$ cat src/rtl/ysyx_22051013_ifu_fetch_pkg.sv
// Shared constants, state encoding and immediate helpers for the instruction fetch unit.
// The predecoder and the fetch top both import this package.
package ysyx_22051013_ifu_fetch_pkg;

   localparam int PC_W   = 64;
   localparam int INST_W = 32;

   localparam logic [PC_W-1:0] RESET_PC_DEF = 64'h8000_0000;
   localparam logic [PC_W-1:0] ZERO64       = 64'h0;

   localparam logic [6:0] OPC_JAL    = 7'b1101111;
   localparam logic [6:0] OPC_BRANCH = 7'b1100011;

   typedef enum logic [1:0] {
      ST_IDLE = 2'd0,
      ST_REQ  = 2'd1,
      ST_WAIT = 2'd2
   } ifu_state_e;

   function automatic logic [PC_W-1:0] imm_j(input logic [INST_W-1:0] inst);
      return {{43{inst[31]}}, inst[31], inst[19:12], inst[20], inst[30:21], 1'b0};
   endfunction

   function automatic logic [PC_W-1:0] imm_b(input logic [INST_W-1:0] inst);
      return {{51{inst[31]}}, inst[31], inst[7], inst[30:25], inst[11:8], 1'b0};
   endfunction

endpackage

$ cat src/rtl/ysyx_22051013_ifu_fetch_if.sv
// Bundle of the imem request/response channel, the decode redirect/backpressure inputs
// and the IF/ID register outputs. The fetch unit is the master side.
interface ysyx_22051013_ifu_fetch_if;
   import ysyx_22051013_ifu_fetch_pkg::*;

   // Request: a transfer happens on a clock edge where imem_req_valid & imem_req_ready;
   // imem_addr stays stable while valid is high and unaccepted. Response is a 1-cycle pulse.
   logic              imem_req_valid;
   logic              imem_req_ready;
   logic [PC_W-1:0]   imem_addr;
   logic              imem_resp_valid;
   logic [INST_W-1:0] imem_resp_data;

   logic              jump_ena;
   logic [PC_W-1:0]   jump_pc;
   logic              id_ready;
   logic              id_stall;

   logic              if_valid;
   logic [INST_W-1:0] inst_o;
   logic [PC_W-1:0]   pc_o;
   logic              bpu_jump_o;

   modport master (
      output imem_req_valid, imem_addr, if_valid, inst_o, pc_o, bpu_jump_o,
      input  imem_req_ready, imem_resp_valid, imem_resp_data,
      input  jump_ena, jump_pc, id_ready, id_stall
   );

   modport slave (
      input  imem_req_valid, imem_addr, if_valid, inst_o, pc_o, bpu_jump_o,
      output imem_req_ready, imem_resp_valid, imem_resp_data,
      output jump_ena, jump_pc, id_ready, id_stall
   );

endinterface

$ cat src/rtl/ysyx_22051013_ifu_predecode.sv
// Static predictor: JAL is always followed, backward branches are predicted taken,
// everything else falls through to pc+4.
module ysyx_22051013_ifu_predecode
   import ysyx_22051013_ifu_fetch_pkg::*;
(
   input  logic [INST_W-1:0] inst,
   input  logic [PC_W-1:0]   pc,
   output logic [PC_W-1:0]   next_pc,
   output logic              bpu_jump
);

   always_comb begin
      next_pc  = pc + 64'd4;
      bpu_jump = 1'b0;
      if (inst[6:0] == OPC_JAL) begin
         // JAL is resolved entirely here, so decode is not told it was a jump
         next_pc = pc + imm_j(inst);
      end else if (inst[6:0] == OPC_BRANCH && inst[31]) begin
         next_pc  = pc + imm_b(inst);
         bpu_jump = 1'b1;
      end
   end

endmodule

$ cat src/rtl/ysyx_22051013_ifu_fetch.sv
// Fetch stage: PC register, single-outstanding imem fetch FSM, orphan-response drop flag,
// one-entry skid buffer and the IF/ID output register feeding decode.
module ysyx_22051013_ifu_fetch
   import ysyx_22051013_ifu_fetch_pkg::*;
#(
   parameter logic [PC_W-1:0] RESET_PC = RESET_PC_DEF
) (
   input  logic                 clk,
   input  logic                 rst,
   ysyx_22051013_ifu_fetch_if.master bus,
   output ifu_state_e           state_dbg
);

   ifu_state_e        state, state_next;
   logic [PC_W-1:0]   pc, pc_next;
   logic              drop, drop_next;
   logic              req_valid;
   logic              hs;
   logic              resp_in;
   logic              resp_take;
   logic              consume;

   logic [PC_W-1:0]   pd_next_pc;
   logic              pd_bpu;

   logic              out_valid;
   logic [INST_W-1:0] out_inst;
   logic [PC_W-1:0]   out_pc;
   logic              out_bpu;

   logic              skid_valid;
   logic [INST_W-1:0] skid_inst;
   logic [PC_W-1:0]   skid_pc;
   logic              skid_bpu;

   ysyx_22051013_ifu_predecode u_predecode (
      .inst     (bus.imem_resp_data),
      .pc       (pc),
      .next_pc  (pd_next_pc),
      .bpu_jump (pd_bpu)
   );

   assign consume = out_valid & bus.id_ready & ~bus.id_stall;
   assign hs      = req_valid & bus.imem_req_ready;
   assign resp_in = (state == ST_WAIT) & bus.imem_resp_valid;

   always_ff @(posedge clk or posedge rst) begin
      if (rst) begin
         state <= ST_IDLE;
         pc    <= RESET_PC;
         drop  <= 1'b0;
      end else begin
         state <= state_next;
         pc    <= pc_next;
         drop  <= drop_next;
      end
   end

   always_comb begin
      state_next = state;
      pc_next    = pc;
      drop_next  = drop;
      resp_take  = 1'b0;
      req_valid  = (state == ST_REQ) & ~skid_valid;

      case (state)
         ST_IDLE: state_next = ST_REQ;
         ST_REQ:  if (hs) state_next = ST_WAIT;
         ST_WAIT: begin
            if (resp_in) begin
               state_next = ST_REQ;
               if (drop) begin
                  drop_next = 1'b0;
               end else begin
                  resp_take = 1'b1;
                  pc_next   = pd_next_pc;
               end
            end
         end
         default: state_next = ST_IDLE;
      endcase

      // A redirect overrides everything. An already-issued fetch stays in WAIT with drop
      // set so its response is swallowed before the redirected fetch goes out.
      if (bus.jump_ena) begin
         pc_next   = bus.jump_pc & ~64'd3;
         resp_take = 1'b0;
         case (state)
            ST_REQ: begin
               state_next = hs ? ST_WAIT : ST_REQ;
               drop_next  = hs;
            end
            ST_WAIT: begin
               state_next = resp_in ? ST_REQ : ST_WAIT;
               drop_next  = ~resp_in;
            end
            default: state_next = ST_REQ;
         endcase
      end
   end

   // Requests are gated while the skid is full, so a response never meets a full skid.
   always_ff @(posedge clk or posedge rst) begin
      if (rst) begin
         out_valid  <= 1'b0;
         out_inst   <= '0;
         out_pc     <= ZERO64;
         out_bpu    <= 1'b0;
         skid_valid <= 1'b0;
         skid_inst  <= '0;
         skid_pc    <= ZERO64;
         skid_bpu   <= 1'b0;
      end else if (bus.jump_ena) begin
         out_valid  <= 1'b0;
         skid_valid <= 1'b0;
      end else if (!out_valid || consume) begin
         if (skid_valid) begin
            out_valid  <= 1'b1;
            out_inst   <= skid_inst;
            out_pc     <= skid_pc;
            out_bpu    <= skid_bpu;
            skid_valid <= 1'b0;
         end else if (resp_take) begin
            out_valid <= 1'b1;
            out_inst  <= bus.imem_resp_data;
            out_pc    <= pc;
            out_bpu   <= pd_bpu;
         end else begin
            out_valid <= 1'b0;
         end
      end else if (resp_take) begin
         skid_valid <= 1'b1;
         skid_inst  <= bus.imem_resp_data;
         skid_pc    <= pc;
         skid_bpu   <= pd_bpu;
      end
   end

   assign bus.imem_req_valid = req_valid;
   assign bus.imem_addr      = pc;
   assign bus.if_valid       = out_valid;
   assign bus.inst_o         = out_inst;
   assign bus.pc_o           = out_pc;
   assign bus.bpu_jump_o     = out_bpu;
   assign state_dbg          = state;

endmodule

$ cat src/flat_wrapper.sv
// flat-port wrapper written by rule: the top's interface ports become plain ports
module ysyx_22051013_ifu_fetch_flat import ysyx_22051013_ifu_fetch_pkg::*;
#(
   parameter logic [PC_W-1:0] RESET_PC = RESET_PC_DEF
)
  (clk, rst, state_dbg, bus_imem_req_valid, bus_imem_addr, bus_if_valid, bus_inst_o, bus_pc_o, bus_bpu_jump_o, bus_imem_req_ready, bus_imem_resp_valid, bus_imem_resp_data, bus_jump_ena, bus_jump_pc, bus_id_ready, bus_id_stall);
  ysyx_22051013_ifu_fetch_if bus_i ();
  input  logic clk;
  input  logic rst;
  output ifu_state_e state_dbg;
  output wire logic [$bits(bus_i.imem_req_valid)-1:0] bus_imem_req_valid;
  output wire logic [$bits(bus_i.imem_addr)-1:0] bus_imem_addr;
  output wire logic [$bits(bus_i.if_valid)-1:0] bus_if_valid;
  output wire logic [$bits(bus_i.inst_o)-1:0] bus_inst_o;
  output wire logic [$bits(bus_i.pc_o)-1:0] bus_pc_o;
  output wire logic [$bits(bus_i.bpu_jump_o)-1:0] bus_bpu_jump_o;
  input wire logic [$bits(bus_i.imem_req_ready)-1:0] bus_imem_req_ready;
  input wire logic [$bits(bus_i.imem_resp_valid)-1:0] bus_imem_resp_valid;
  input wire logic [$bits(bus_i.imem_resp_data)-1:0] bus_imem_resp_data;
  input wire logic [$bits(bus_i.jump_ena)-1:0] bus_jump_ena;
  input wire logic [$bits(bus_i.jump_pc)-1:0] bus_jump_pc;
  input wire logic [$bits(bus_i.id_ready)-1:0] bus_id_ready;
  input wire logic [$bits(bus_i.id_stall)-1:0] bus_id_stall;
  assign bus_imem_req_valid = bus_i.imem_req_valid;
  assign bus_imem_addr = bus_i.imem_addr;
  assign bus_if_valid = bus_i.if_valid;
  assign bus_inst_o = bus_i.inst_o;
  assign bus_pc_o = bus_i.pc_o;
  assign bus_bpu_jump_o = bus_i.bpu_jump_o;
  assign bus_i.imem_req_ready = bus_imem_req_ready;
  assign bus_i.imem_resp_valid = bus_imem_resp_valid;
  assign bus_i.imem_resp_data = bus_imem_resp_data;
  assign bus_i.jump_ena = bus_jump_ena;
  assign bus_i.jump_pc = bus_jump_pc;
  assign bus_i.id_ready = bus_id_ready;
  assign bus_i.id_stall = bus_id_stall;
  ysyx_22051013_ifu_fetch #(.RESET_PC(RESET_PC)) u_core (.clk(clk), .rst(rst), .bus(bus_i), .state_dbg(state_dbg));
endmodule
$ cat config.mk
export PLATFORM = sky130hd
export DESIGN_NAME = ysyx_22051013_ifu_fetch_flat
export DESIGN_NICKNAME = d
export VERILOG_FILES = /design/src/rtl/ysyx_22051013_ifu_fetch_pkg.sv /design/src/rtl/ysyx_22051013_ifu_fetch_if.sv /design/src/rtl/ysyx_22051013_ifu_predecode.sv /design/src/rtl/ysyx_22051013_ifu_fetch.sv /design/src/flat_wrapper.sv
export SDC_FILE = /design/constraint.sdc
export NUM_CORES = 1
export LEC_CHECK = 0
export CAP_MARGIN = 20
export CORE_ASPECT_RATIO = 2
export CORE_MARGIN = 5
export CORE_UTILIZATION = 25
export DETAILED_ROUTE_END_ITERATION = 6
export PLACE_DENSITY_LB_ADDON = 0.12
export REMOVE_ABC_BUFFERS = 1
export SYNTH_ARGS = -nofsm -noshare
export SYNTH_HDL_FRONTEND = slang
export SYNTH_SLANG_ARGS = --single-unit
$ cat constraint.sdc
create_clock -name clk -period 14.3 [get_ports clk]
set_input_delay 2.86 -clock clk [delete_from_list [all_inputs] [get_ports clk]]
set_output_delay 2.86 -clock clk [all_outputs]
set_load 0.1 [all_outputs]
; Word level (Yosys, flattened, before mapping)
; Index checks and enable logic that the tools add are counted.
[totals]
latchBits = 0
inputBits = 103
ram_bits = 0
memories = 0
rom_bits = 0
register_bits = 263
[op_classes]
muxes = 36
multipliers = 0
div_mod_pow = 0
n_bitwise = 10
n_reduce_logical = 13
shifts = 0
n_addsub = 3
n_lt_le_gt_ge = 0
eq_ne = 7
[op_table]
columns = op, n
row1 = 2-to-1 mux 64 bit, 8
row2 = adder 64 bit, 2
row3 = "adder 64 x 3 -> 64 bit, second input constant", 1
row4 = 2-to-1 mux 32 bit, 2
row5 = 2-to-1 mux 1 bit, 18
row6 = "== test 7 bit, second input constant", 2
row7 = 2-to-1 mux 2 bit, 5
row8 = AND reduction 3 bit, 3
row9 = nonzero test 2 bit, 4
row10 = "!= test 3 x 2 -> 1 bit, second input constant", 2
row11 = case mux 2 bit (3 select lines), 1
row12 = bitwise AND 1 bit, 5
row13 = inverter 1 bit, 5
row14 = case mux 2 bit (2 select lines), 1
row15 = nonzero test 3 bit, 1
row16 = "== test 2 x 1 -> 1 bit, second input constant", 1
row17 = "== test 2 bit, second input constant", 1
row18 = logical NOT 2 bit, 1
row19 = "!= test 2 bit, second input constant", 1
row20 = case mux 1 bit (2 select lines), 1
row21 = AND reduction 2 bit, 1
row22 = logical AND 1 bit, 1
row23 = logical NOT 1 bit, 1
row24 = logical OR 1 bit, 1

; Logic depth before layout (Yosys ltp)
; Gate-level depths: netlist (run 1).
[logic_depth]
ltp_word = 9
mapped_depth = 12
depth_no_buf = 12

; Cells and area by module
; Synthesis (run 1) repeated with hierarchy kept, for this count alone.
[unflattened]
cells_unflattened = 2117
area_unflattened_um2 = 20109.3
[modules_own_cells]
columns = module, n_inst, area_per_inst_um2, cells_per_inst
row1 = ysyx_22051013_ifu_fetch, 1, 11612.4, 786
row2 = ysyx_22051013_ifu_predecode, 1, 8496.9, 1331

; Worst setup path before layout (run 1)
; OpenSTA, ideal clock, no wires.
[synth_path]
kind = reg2out
from = reg u_core.state[0] (netlist: u_core.state_dbg[0])
to = out bus_imem_req_valid
n_path_buf = 0
stages_incl_launch_ff = 3
slack_ps = 8771
arrival_time_ps = 2669
t_required_ps = 11440
cell_sequence = dfrtp_1 > ha_1 > nor2b_1
[synth_between]
elab_chain_cells = 2
[synth_lines]
columns = element, line_no
row1 = "start, declared", ysyx_22051013_ifu_fetch.sv:14  ; ifu_state_e state, state_next;
row2 = "start signal, assigned", ysyx_22051013_ifu_fetch.sv:53  ; state <= state_next;
row3 = == test 2 x 1 -> 1 bit, ysyx_22051013_ifu_fetch.sv:64  ; req_valid = (state == ST_REQ) & ~skid_valid;
row4 = bitwise AND 1 bit, ysyx_22051013_ifu_fetch.sv:64
row5 = "end, declared", flat_wrapper.sv:11  ; output wire logic [$bits(bus_i.imem_req_valid)-1:0] bus_imem_req_valid;
; No other way between the ends.

; Worst setup path in the final report (run 1)
[layout_path]
from = in bus_imem_resp_data[31]
to = reg u_core.pc[45] (netlist: u_core.bus.imem_addr[45])
[layout_between]
elab_chain_cells = 7
elab_cells_between_ends = 9
[layout_lines]
columns = element, line_no
row1 = "start, declared", flat_wrapper.sv:19  ; input wire logic [$bits(bus_i.imem_resp_data)-1:0] bus_imem_resp_data;
row2 = adder 64 bit / logical AND 1 bit (equally long branches), "ysyx_22051013_ifu_predecode.sv:19, ysyx_22051013_ifu_predecode.sv:18"
row3 = 2-to-1 mux 64 bit, ysyx_22051013_ifu_predecode.sv:18  ; end else if (inst[6:0] == OPC_BRANCH && inst[31]) begin
row4 = 2-to-1 mux 64 bit *, ysyx_22051013_ifu_predecode.sv:15  ; if (inst[6:0] == OPC_JAL) begin
row5 = 2-to-1 mux 64 bit *, ysyx_22051013_ifu_fetch.sv:72  ; if (drop) begin
row6 = 2-to-1 mux 64 bit *, ysyx_22051013_ifu_fetch.sv:70  ; if (resp_in) begin
row7 = 2-to-1 mux 64 bit *, ysyx_22051013_ifu_fetch.sv:66  ; case (state)
row8 = 2-to-1 mux 64 bit *, ysyx_22051013_ifu_fetch.sv:85  ; if (bus.jump_ena) begin
row9 = "end signal, assigned", ysyx_22051013_ifu_fetch.sv:54  ; pc <= pc_next;
row10 = "end, declared", ysyx_22051013_ifu_fetch.sv:15  ; logic [PC_W-1:0] pc, pc_next;
; Mark *: on every way between the ends. The rest lies on a longest branch, timed or not. The select of a mux whose other input is x is not followed.
; A chain may end at the register's enable or synchronous reset.

==> flow_summary_export.csv, run 1 <==
group,metric,value,unit
route,drt-initial-drc-count,1177,
synthesis,synth_edf_count,0,
sta,finClkSkew,27.2,ps
clock_network,cts-htree-levels,1,
power,switching_share,54.8,%
synthesis,ys_async_sr_fraction,100,%
sta,setup_viol,0,
die,core_area,77100,um^2
worst_setup_path,cpMostUsedCell,"buf_4",
synthesis,synth-seq-cells,260,
synthesis,ys.flop_type,"dfrtp_1",
synthesis,yosys_warnings,0,
power,p_int,2.02,mW
clock_network,cts_tree,"done",
clock_network,post_cts_buffers,0,
worst_setup_path,crit_cells,13,
grt,grt_pass1_vias,19651,
power,seqPwrFrac,23.8,%
final_layout,n_fill_cell,8391,
die,die_x,207,um
clock_network,clockBufferDepth,3,
final_layout,drive_above_1_share,9.38,%
route,final_antenna_net_count,0,
die,fp.dieH,404,um
power,leakagePower,9.47,nW
sta,max_freq,0.148,GHz
synthesis,ys_types,89,
worst_setup_path,cp.required,14840,ps
power,p_sw,2.45,mW
worst_setup_path,worst_setup_path_end_kind,"register",
power,clockPowerShare,19.2,%
die,rows,144,
route,wl,98100,um
outcome,status,"finished clean",
clock_network,clock-sinks,260,
route,via_per_inst,5.42,
final_layout,final_cells,3539,
worst_setup_path,crit_family,"compound AO/OA/AOI/OAI gates",
clock_network,root_buffer,"clkbuf_16",
sta,setup_tns,0,ps
sta,tightest_slew,1080,ps
grt,grt_max_degree,92,
synthesis,synth_cells,2308,
grt,grt_usage,22.3,%
clock_network,clkTransAtPathRegs,60,ps
final_layout,syn2layout_area_growth,23.9,%
power,irDropWorstVdd,0.169,mV
sta,maxSlewHeadroom,28.0,%
route,wl_per_cell,27.7,um
min_path,min_path_cells,2,
synthesis,seq_area_frac_synth,33.5,%
worst_setup_path,slowest_delay,530,ps
worst_setup_path,reg2reg_depth,10,
worst_setup_path,path_class,"input port to register",
place,hpwl,75300,um
clock_network,ctsHoldBuffers,0,
worst_setup_path,crit_path_start_kind,"input port",
min_path,worstHoldPathType,"register to register",
grt,grt_pass1_wl,140000,um
grt,antenna_found_initial,1,
route,dr.pass1.iters,5,
sta,hold_violations,0,
grt,grt_overflow_total,0,
die,num_io_pins,268,
clock_network,ctsResizeCount,0,
clock_network,clkLatencyLatePin,610,ps
final_layout,nets,2676,
flow_run,drv_cap,0,
route,drcViolationCount,0,
route,num_vias,19166,
synthesis,syn_avg_cell_area,8.42,um^2
die,dieArea,83700,um^2
place,portBuffers,263,
sta,maxSlewViolCount,0,
power,p_comb_share,57.0,%
clock_network,numCtsBuffers,29,
sta,fin_crit_sh,47.3,%
place,dp.cells,3483,
worst_setup_path,cp_num_buf_inv,3,
die,start_util,25.2,%
synthesis,synth_area,19400,um^2
place,place_congestion,0.968,
worst_setup_path,cp_max_fo,30,
worst_setup_path,cp.arrival,7310,ps
sta,fin_crit,6770,ps
power,cellPowerDensity,186,nW/um^2
sta,rsz0062_at_grt,"false",
worst_setup_path,crit_slowest_cell,"a311oi_1",
worst_setup_path,crit_path_cell_trace,"buf_2 -> buf_4 -> buf_4 -> ha_1 -> nand2_1 -> nor4_1 -> nand3_1 -> nor3_1 -> o21ai_0 -> a22o_1 -> a311oi_1 -> a21oi_1 -> o21ai_1",
[cell families (layout without fill, tap and decap cells)]
kind of cell / count (synthesis) / count (layout) / synth area share, %
AND/OR/NAND/NOR: 718 / 718 / 17.7
flip-flops: 260 / 260 / 33.5
adder cells (fa/ha/maj): 81 / 81 / 5.29
buffers and inverters: 197 / 403 / 4.46
multiplexers: 197 / 197 / 10.7
AO/OA/AOI/OAI: 763 / 763 / 24.2
other: 1 / 4 / 0.0193
XOR/XNOR: 91 / 91 / 4.10
[worst paths after layout]
check,from,endpoint,slack [ps]
max,bus_imem_resp_data[31],u_core.bus.imem_addr[45],7530
min,u_core.skid_inst[9],u_core.skid_inst[9],490
max reg2reg,u_core.bus.imem_addr[2],u_core.bus.imem_addr[56],10030
min reg2reg,u_core.skid_inst[9],u_core.skid_inst[9],490
max in group asynchronous,rst,u_core.skid_pc[60],9480
min in group asynchronous,rst,u_core.bus.pc_o[27],2780
[per-layer routing]
metal | track usage [%] | wire, um
met5 | 0 | 5
met4 | 14.6 | 7800
met3 | 2.81 | 3690
met2 | 42.7 | 51900
met1 | 22.5 | 34700
[state kept, by name (all words and copies together), names as in the netlist]
| register | cells |
|---|---|
| u_core.skid_valid | 1 |
| u_core.bus.imem_addr | 63 |
| u_core.skid_pc | 63 |
| u_core.bus.pc_o | 63 |
| u_core.drop | 1 |
| u_core.bus.inst_o | 32 |
| u_core.skid_bpu | 1 |
| u_core.bus.if_valid | 1 |
| u_core.state_dbg | 2 |
| u_core.skid_inst | 32 |
| u_core.bus.bpu_jump_o | 1 |
[synth_stat cells, types with 13 or more instances]
cell / n / share of area, %
a21oi_1: 275 / 7.1
dfrtp_1: 259 / 33
nor2_1: 240 / 4.6
nand2_1: 204 / 3.9
o21ai_0: 176 / 4.5
mux2i_1: 110 / 5.7
clkbuf_1: 106 / 2.0
mux2_2: 87 / 5.0
ha_1: 79 / 5.1
nand3_1: 52 / 1.3
xor2_1: 51 / 2.3
nand4_1: 49 / 1.6
inv_1: 45 / 0.87
nor3_1: 43 / 1.1
xnor2_1: 40 / 1.8
o22ai_1: 31 / 1.0
o211ai_1: 30 / 1.2
a31oi_1: 24 / 0.77
a21o_1: 21 / 0.81
a211oi_1: 20 / 0.77
o21a_1: 20 / 0.77
o21bai_1: 20 / 0.77
a22oi_1: 19 / 0.73
and3_1: 18 / 0.58
o221ai_1: 18 / 0.81
and2_1: 16 / 0.52
buf_2: 15 / 0.39
o31ai_1: 15 / 0.58
o21ai_1: 13 / 0.33
[power by group through the flow]
| stage | clock network [mW] | logic, mW | registers [mW] |
|---|---|---|---|
| final | 0.859 | 2.55 | 1.07 |
| after CTS | 0.895 | 2.56 | 1.07 |
| after global routing | 0.918 | 2.65 | 1.09 |
| after floorplan | 0 | 0.668 | 2.22 |
| after global placement | 0 | 2.54 | 1.08 |
| after detailed placement | 0 | 2.55 | 1.08 |
[cell usage in the layout, fill, tap and decap left out, types with 9 or more instances in the layout]
master / instances
a21o_1: 21
mux2_2: 87
a21oi_1: 275
o21ai_0: 176
nor3_1: 42
clkdlybuf4s50_1: 261
a211oi_1: 20
nor2b_1: 9
clkbuf_16: 29
a22oi_1: 19
mux2i_1: 110
o22ai_1: 31
and3_1: 18
inv_1: 44
or2_2: 9
o221ai_1: 18
dfrtp_1: 258
nand2_1: 202
ha_1: 79
and2_1: 16
xnor2_1: 40
buf_4: 42
a221oi_1: 10
o211ai_1: 30
nand4_1: 49
or3_1: 12
and4_1: 11
o21bai_1: 20
nor4_1: 12
a221o_1: 12
o21ai_1: 13
o21a_1: 20
nand2b_1: 9
xor2_1: 51
nand3_1: 52
a31oi_1: 23
nor2_1: 236
o31ai_1: 15
[layout make-up]
| class | instances | area, um^2 | area share (%) |
|---|---|---|---|
| inverter | 45 | 176 | 0.733 |
| sequential | 260 | 6510 | 27.0 |
| clock buffer | 36 | 802 | 3.33 |
| timing repair buffer | 304 | 2930 | 12.2 |
| antenna | 2 | 5.00 | 0.0208 |
| clock inverter | 18 | 267 | 1.11 |
| tap | 1022 | 1280 | 5.31 |
| multi-input combinational | 1852 | 12100 | 50.3 |
[tightest hold or removal path, cell delays in order (launching register included)]
cell and delay (ps):
dfrtp_1 340, nand2_1 50, o21ai_0 60
[stage by stage]
step           hold WS (ps)  instance area (um^2)  utilization, %  total power, mW  setup WS [ps]
2_1_floorplan           450                 18700               -             2.89           67.1
3_3_place_gp            461                 23000            29.8             3.62           6970
3_5_place_dp            471                 23000            29.8             3.63           6980
4_1_cts                 486                 24100            31.2             4.52           7640
5_1_grt                 500                 24100            31.2             4.67           7450
6_report                485                 24100            31.2             4.47           7530
(Power assumes the default switching activity.)
==> run 2, diff against run 1 <==
clock period = 6 ns   (was 14.3 ns; I/O delays follow)
==> run 2 against run 1 <==
Net effect:
- clock power up 130%
- via count up 0.98%
- sequential power up 140%
- core utilization up 0.33 points
- total power up 140%
- design area up 1.1%
- wire length up 2.3%
- first-iteration DRC count down 14%
- hold slack worse by 2.4 ps
- worst setup slack worse by 6500 ps
- final cell count up 0.85%
- non-clock buffer count up 36
- critical path type unchanged
- largest cell class unchanged
==> flow_summary_export.csv, run 2 (synthesis results as in run 1) <==
group,metric,value,unit
clock_network,clkTransAtPathRegs,60,ps
clock_network,clkLatencyLatePin,620,ps
outcome,status,"finished clean",
die,die_x,207,um
route,final_antenna_net_count,0,
min_path,worstHoldPathType,"register to register",
place,portBuffers,263,
sta,fin_crit_sh,82.0,%
worst_setup_path,cp_max_fo,32,
grt,grt_overflow_total,0,
sta,fin_ws,1080,ps
sta,tightest_slew,1270,ps
worst_setup_path,crit_path_cell_trace,"buf_2 -> ha_1 -> nand2_1 -> nor4_1 -> nand3_1 -> nor3_1 -> o21ai_0 -> a22o_1 -> a311oi_1 -> a21oi_1 -> o21ai_1",
route,num_vias,19354,
sta,hold_violations,0,
route,via_per_inst,5.42,
place,place_congestion,0.991,
grt,grtUsageMet2,43.4,%
route,dr.pass1.iters,7,
sta,setup_viol,0,
sta,finClkSkew,21.9,ps
grt,grtUsageMet3,2.42,%
die,dieArea,83700,um^2
place,dp_slack,573,ps
worst_setup_path,cp.arrival,5450,ps
place,hpwl,77100,um
worst_setup_path,worst_setup_path_end_kind,"register",
route,wl,100000,um
clock_network,clockBufferDepth,3,
die,fp.dieH,404,um
worst_setup_path,crit_slowest_cell,"nor4_1",
worst_setup_path,cp.required,6530,ps
power,leakagePower,9.60,nW
sta,max_freq,0.203,GHz
grt,grt_use_met1,23.7,%
power,finalPower,10.6,mW
place,dp.cells,3519,
clock_network,post_cts_buffers,0,
clock_network,cts_tree,"done",
worst_setup_path,crit_path_start_kind,"input port",
grt,antenna_found_initial,2,
final_layout,antenna_cells,0,
sta,rsz0062_at_grt,"false",
clock_network,numCtsBuffers,29,
place,place_area,23400,um^2
grt,grt_pass1_vias,20184,
route,drcViolationCount,0,
die,num_io_pins,268,
grt,grt_usage,23.0,%
worst_setup_path,slowest_delay,690,ps
die,start_util,25.2,%
clock_network,ctsHoldBuffers,0,
sta,maxSlewHeadroom,15.4,%
power,irDropWorstVdd,0.322,mV
final_layout,final_cell_mix,"a21oi_1 (275), clkdlybuf4s50_1 (261), dfrtp_1 (258)",
grt,grt_max_degree,193,
flow_run,drv_cap,0,
final_layout,final_area,24300,um^2
grt,top_usage_layer,"met2",
sta,fin_crit,4920,ps
clock_network,root_buffer,"clkbuf_16",
final_layout,final_common_cell,"a21oi_1",
die,core_area,77100,um^2
final_layout,syn2layout_area_growth,25.2,%
power,cellPowerDensity,437,nW/um^2
route,wl_per_cell,28.1,um
final_layout,final_cells,3569,
grt,grt_pass1_wl,144000,um
sta,maxSlewViolCount,0,
final_layout,nets,2712,
clock_network,clock-sinks,260,
final_layout,final_util,31.6,%
final_layout,drive_above_1_share,10.4,%
final_layout,n_fill_cell,8357,
worst_setup_path,path_class,"input port to register",
die,rows,144,
clock_network,cts-htree-levels,1,
clock_network,ctsResizeCount,0,
route,drt-initial-drc-count,1014,
-- run 2: cell count changes in the layout (fill, tap and decap cells not counted), sizes merged --
cell      previous run  this run
bufinv               6         5
buf                 43        79
clkinvlp             0         4
clkinv               9         5
clkbuf              36        35
inv                 48        46
diode                2         0
-- run 2: path summary, 6_finish.rpt --
kind,start,to,slack [ps],depth (start not counted)
worst max-delay path,bus_imem_resp_data[31],u_core.bus.imem_addr[45],1080,11
worst min-delay path,u_core.skid_inst[9],u_core.skid_inst[9],480,2
worst max register to register,u_core.bus.imem_addr[1],u_core.bus.imem_addr[41],1760,13
worst min register to register,u_core.skid_inst[9],u_core.skid_inst[9],480,2
max in group asynchronous,rst,u_core.bus.pc_o[56],3550,3
min in group asynchronous,rst,u_core.bus.pc_o[26],1130,2
-- run 2: area by class of cell --
type	count	area (um^2)	share of cell area, %
timing repair buffer	340	3280	13.5
tap	1022	1280	5.25
clock buffer	35	768	3.16
multi-input combinational	1852	12100	49.7
inverter	45	176	0.725
sequential	260	6510	26.8
clock inverter	15	218	0.895
-- run 2: power breakdown --
group	leakage, nW	internal, mW	switching, mW
Sequential	3.32	2.16	0.373
Clock	0.472	1.12	0.837
Combinational	5.82	1.49	4.65
Total	9.60	4.77	5.86
-- run 2: per-layer routing --
metal | up-vias | share of wire, %
met2 | 559 | 52
met3 | 217 | 3.0
met5 | - | 0
li1 | 8972 | -
met1 | 9606 | 36
met4 | 0 | 8.3
-- run 2: worst max-delay path: cells and delay by family --
family | cells | cell delay [ps]
simple gates | 4 | 1540
compound gates | 5 | 1540
buf+inv | 1 | 670
fa+ha+maj | 1 | 420
-- run 2: stage by stage --
stage | hold slack (ps) | TNS (ps)
6_report | 483 | 0
3_5_place_dp | 470 | 0
2_1_floorplan | 450 | -1334530
3_3_place_gp | 462 | 0
5_1_grt | 504 | 0
4_1_cts | 484 | 0
==> run 3, diff against run 2 <==
clock period = 3.9 ns   (was 6 ns; I/O delays follow)
==> run 3 against run 2 <==
Net effect:
- critical path depth is 2 higher
- sequential cell count unchanged
- via count up 9.5%
- clock power rose by 53%
- hold slack got worse by 2.7 ps
- worst setup slack got worse by 960 ps
- first-iteration DRC count rose by 14%
- largest power group unchanged
- combinational power increased by 71%
- non-clock buffer count up 446
- clock skew up 9.3 ps
==> flow_summary_export.csv, run 3 (synthesis results as in run 1) <==
group,metric,value,unit
power,leakagePower,11.9,nW
worst_setup_path,crit_path_cell_trace,"clkdlybuf4s50_1 -> ha_1 -> nand4_1 -> a21oi_1 -> a21oi_1 -> buf_4 -> a21boi_1 -> o21ai_1 -> and2_1 -> o22ai_1 -> buf_4 -> a31oi_1 -> a221o_1",
worst_setup_path,crit_family,"compound AO/OA/AOI/OAI gates",
grt,grt_usage,24.9,%
clock_network,numCtsBuffers,29,
clock_network,clock-sinks,260,
grt,grt_overflow_total,0,
grt,grt_pass1_vias,22295,
clock_network,cts_tree,"done",
route,final_antenna_net_count,0,
route,num_vias,21200,
sta,max_freq,0.264,GHz
final_layout,final_util,36.0,%
worst_setup_path,crit_slowest_cell,"clkdlybuf4s50_1",
worst_setup_path,crit_cells,13,
worst_setup_path,cp_max_fo,4,
sta,finClkSkew,31.1,ps
sta,maxSlewViolCount,0,
worst_setup_path,worst_setup_path_end_kind,"register",
route,wl,108000,um
worst_setup_path,path_class,"input port to register",
route,drcViolationCount,0,
flow_run,drv_cap,0,
die,start_util,25.2,%
final_layout,syn2layout_area_growth,42.7,%
min_path,worstHoldPathType,"register to register",
worst_setup_path,slowest_delay,490,ps
final_layout,final_common_cell,"buf_4",
sta,setup_tns,0,ps
grt,grt_max_degree,91,
final_layout,final_area,27700,um^2
min_path,min_path_cells,2,
die,num_io_pins,268,
clock_network,clkTransAtPathRegs,70,ps
worst_setup_path,reg2reg_depth,12,
sta,hold_violations,0,
clock_network,cts-htree-levels,1,
power,cellPowerDensity,624,nW/um^2
route,via_per_inst,5.28,
grt,grt_pass1_wl,156000,um
route,dr.pass1.iters,5,
place,hpwl,87100,um
worst_setup_path,cp.required,4370,ps
worst_setup_path,cp.arrival,4260,ps
place,portBuffers,263,
die,rows,144,
die,dieArea,83700,um^2
sta,maxSlewHeadroom,28.2,%
sta,tightest_slew,1080,ps
sta,rsz0062_at_grt,"false",
sta,fin_crit_sh,97.1,%
route,drt-initial-drc-count,1160,
power,finalPower,17.3,mW
clock_network,clockBufferDepth,3,
place,place_congestion,1.01,
sta,fin_crit,3790,ps
worst_setup_path,crit_path_start_kind,"input port",
final_layout,drive_above_1_share,25.8,%
worst_setup_path,cp_num_buf_inv,3,
clock_network,root_buffer,"clkbuf_16",
sta,setup_viol,0,
clock_network,clkLatencyLatePin,610,ps
die,fp.dieH,404,um
final_layout,nets,3158,
die,core_area,77100,um^2
die,die_x,207,um
place,place_area,26700,um^2
clock_network,post_cts_buffers,0,
outcome,status,"finished clean",
power,irDropWorstVdd,0.546,mV
final_layout,final_cell_mix,"buf_4 (563), a21oi_1 (274), dfrtp_1 (258)",
grt,antenna_found_initial,1,
route,wl_per_cell,26.9,um
## run 3: changes by cell type in the layout (fill, tap and decap cells not counted), moves of 2 or more
cell and change:
clkbuf_8 +3, buf_4 +491, buf_12 +13, diode_2 +2, clkinv_2 -3, nor2_2 +2
clkdlybuf4s50_1 -58
## run 3: final timing paths
kind | startpoint | to | slack (ps)
min | u_core.skid_pc[25] | u_core.skid_pc[25] | 480
max in group asynchronous | rst | u_core.bus.pc_o[4] | 2380
min in group asynchronous | rst | u_core.bus.pc_o[26] | 580
max reg2reg | u_core.bus.imem_addr[15] | u_core.bus.imem_addr[50] | 180
max | bus_imem_resp_data[26] | u_core.bus.imem_addr[56] | 110
min reg2reg | u_core.skid_pc[25] | u_core.skid_pc[25] | 480
## run 3: routing by layer
| metal | global-route usage (%) | share of wire, % | wire [um] | vias up |
|---|---|---|---|---|
| li1 | - | - | - | 9854 |
| met1 | 24.9 | 35 | 37400 | 10402 |
| met2 | 47.1 | 53 | 56800 | 677 |
| met3 | 3.01 | 3.8 | 4050 | 267 |
| met4 | 17.8 | 8.9 | 9650 | 0 |
| met5 | 0 | 0 | 0 | - |
## run 3: where the power goes
part           switching (mW)  internal (mW)
clock                    1.27           1.72
combinational            7.51           2.99
sequential              0.467           3.33
## run 3: what timing repair did
item                       CTS  global route
hold endpoints to repair     0             0
pin swaps                    0             1
setup endpoints to repair    1             6
gates resized for setup      1             5
hold buffers                 0             0
## run 3: cell type report
| cell class | instances | area, um^2 |
|---|---|---|
| fillers | 8187 | 49400 |
| multi-input cells | 1852 | 12100 |
| repair buffers | 786 | 6640 |
| flip-flops and latches | 260 | 6510 |
| well taps | 1022 | 1280 |
| clock buffers | 39 | 813 |
| clock inverters | 11 | 181 |
| inverters | 45 | 176 |
| diodes | 2 | 5.00 |
## run 3: stage by stage
stage / std cells / setup slack (ps) / hold slack, ps
global placement: 3965 / -675 / 462
CTS: 4015 / 69.2 / 486
floorplan: 2157 / -9650 / 450
global route: 4016 / 15.6 / 515
finish: 4017 / 113 / 480
detailed placement: 3965 / -617 / 470
## run 3: worst register-to-register path, delay by kind of cell (launching register included)
family                   cells  cell delay (ps)
AO/OA/AOI/OAI                8             2150
adder cells (fa/ha/maj)      1              370
buffers and inverters        2              360
flip-flops                   1              660
AND/OR/NAND/NOR              1              110
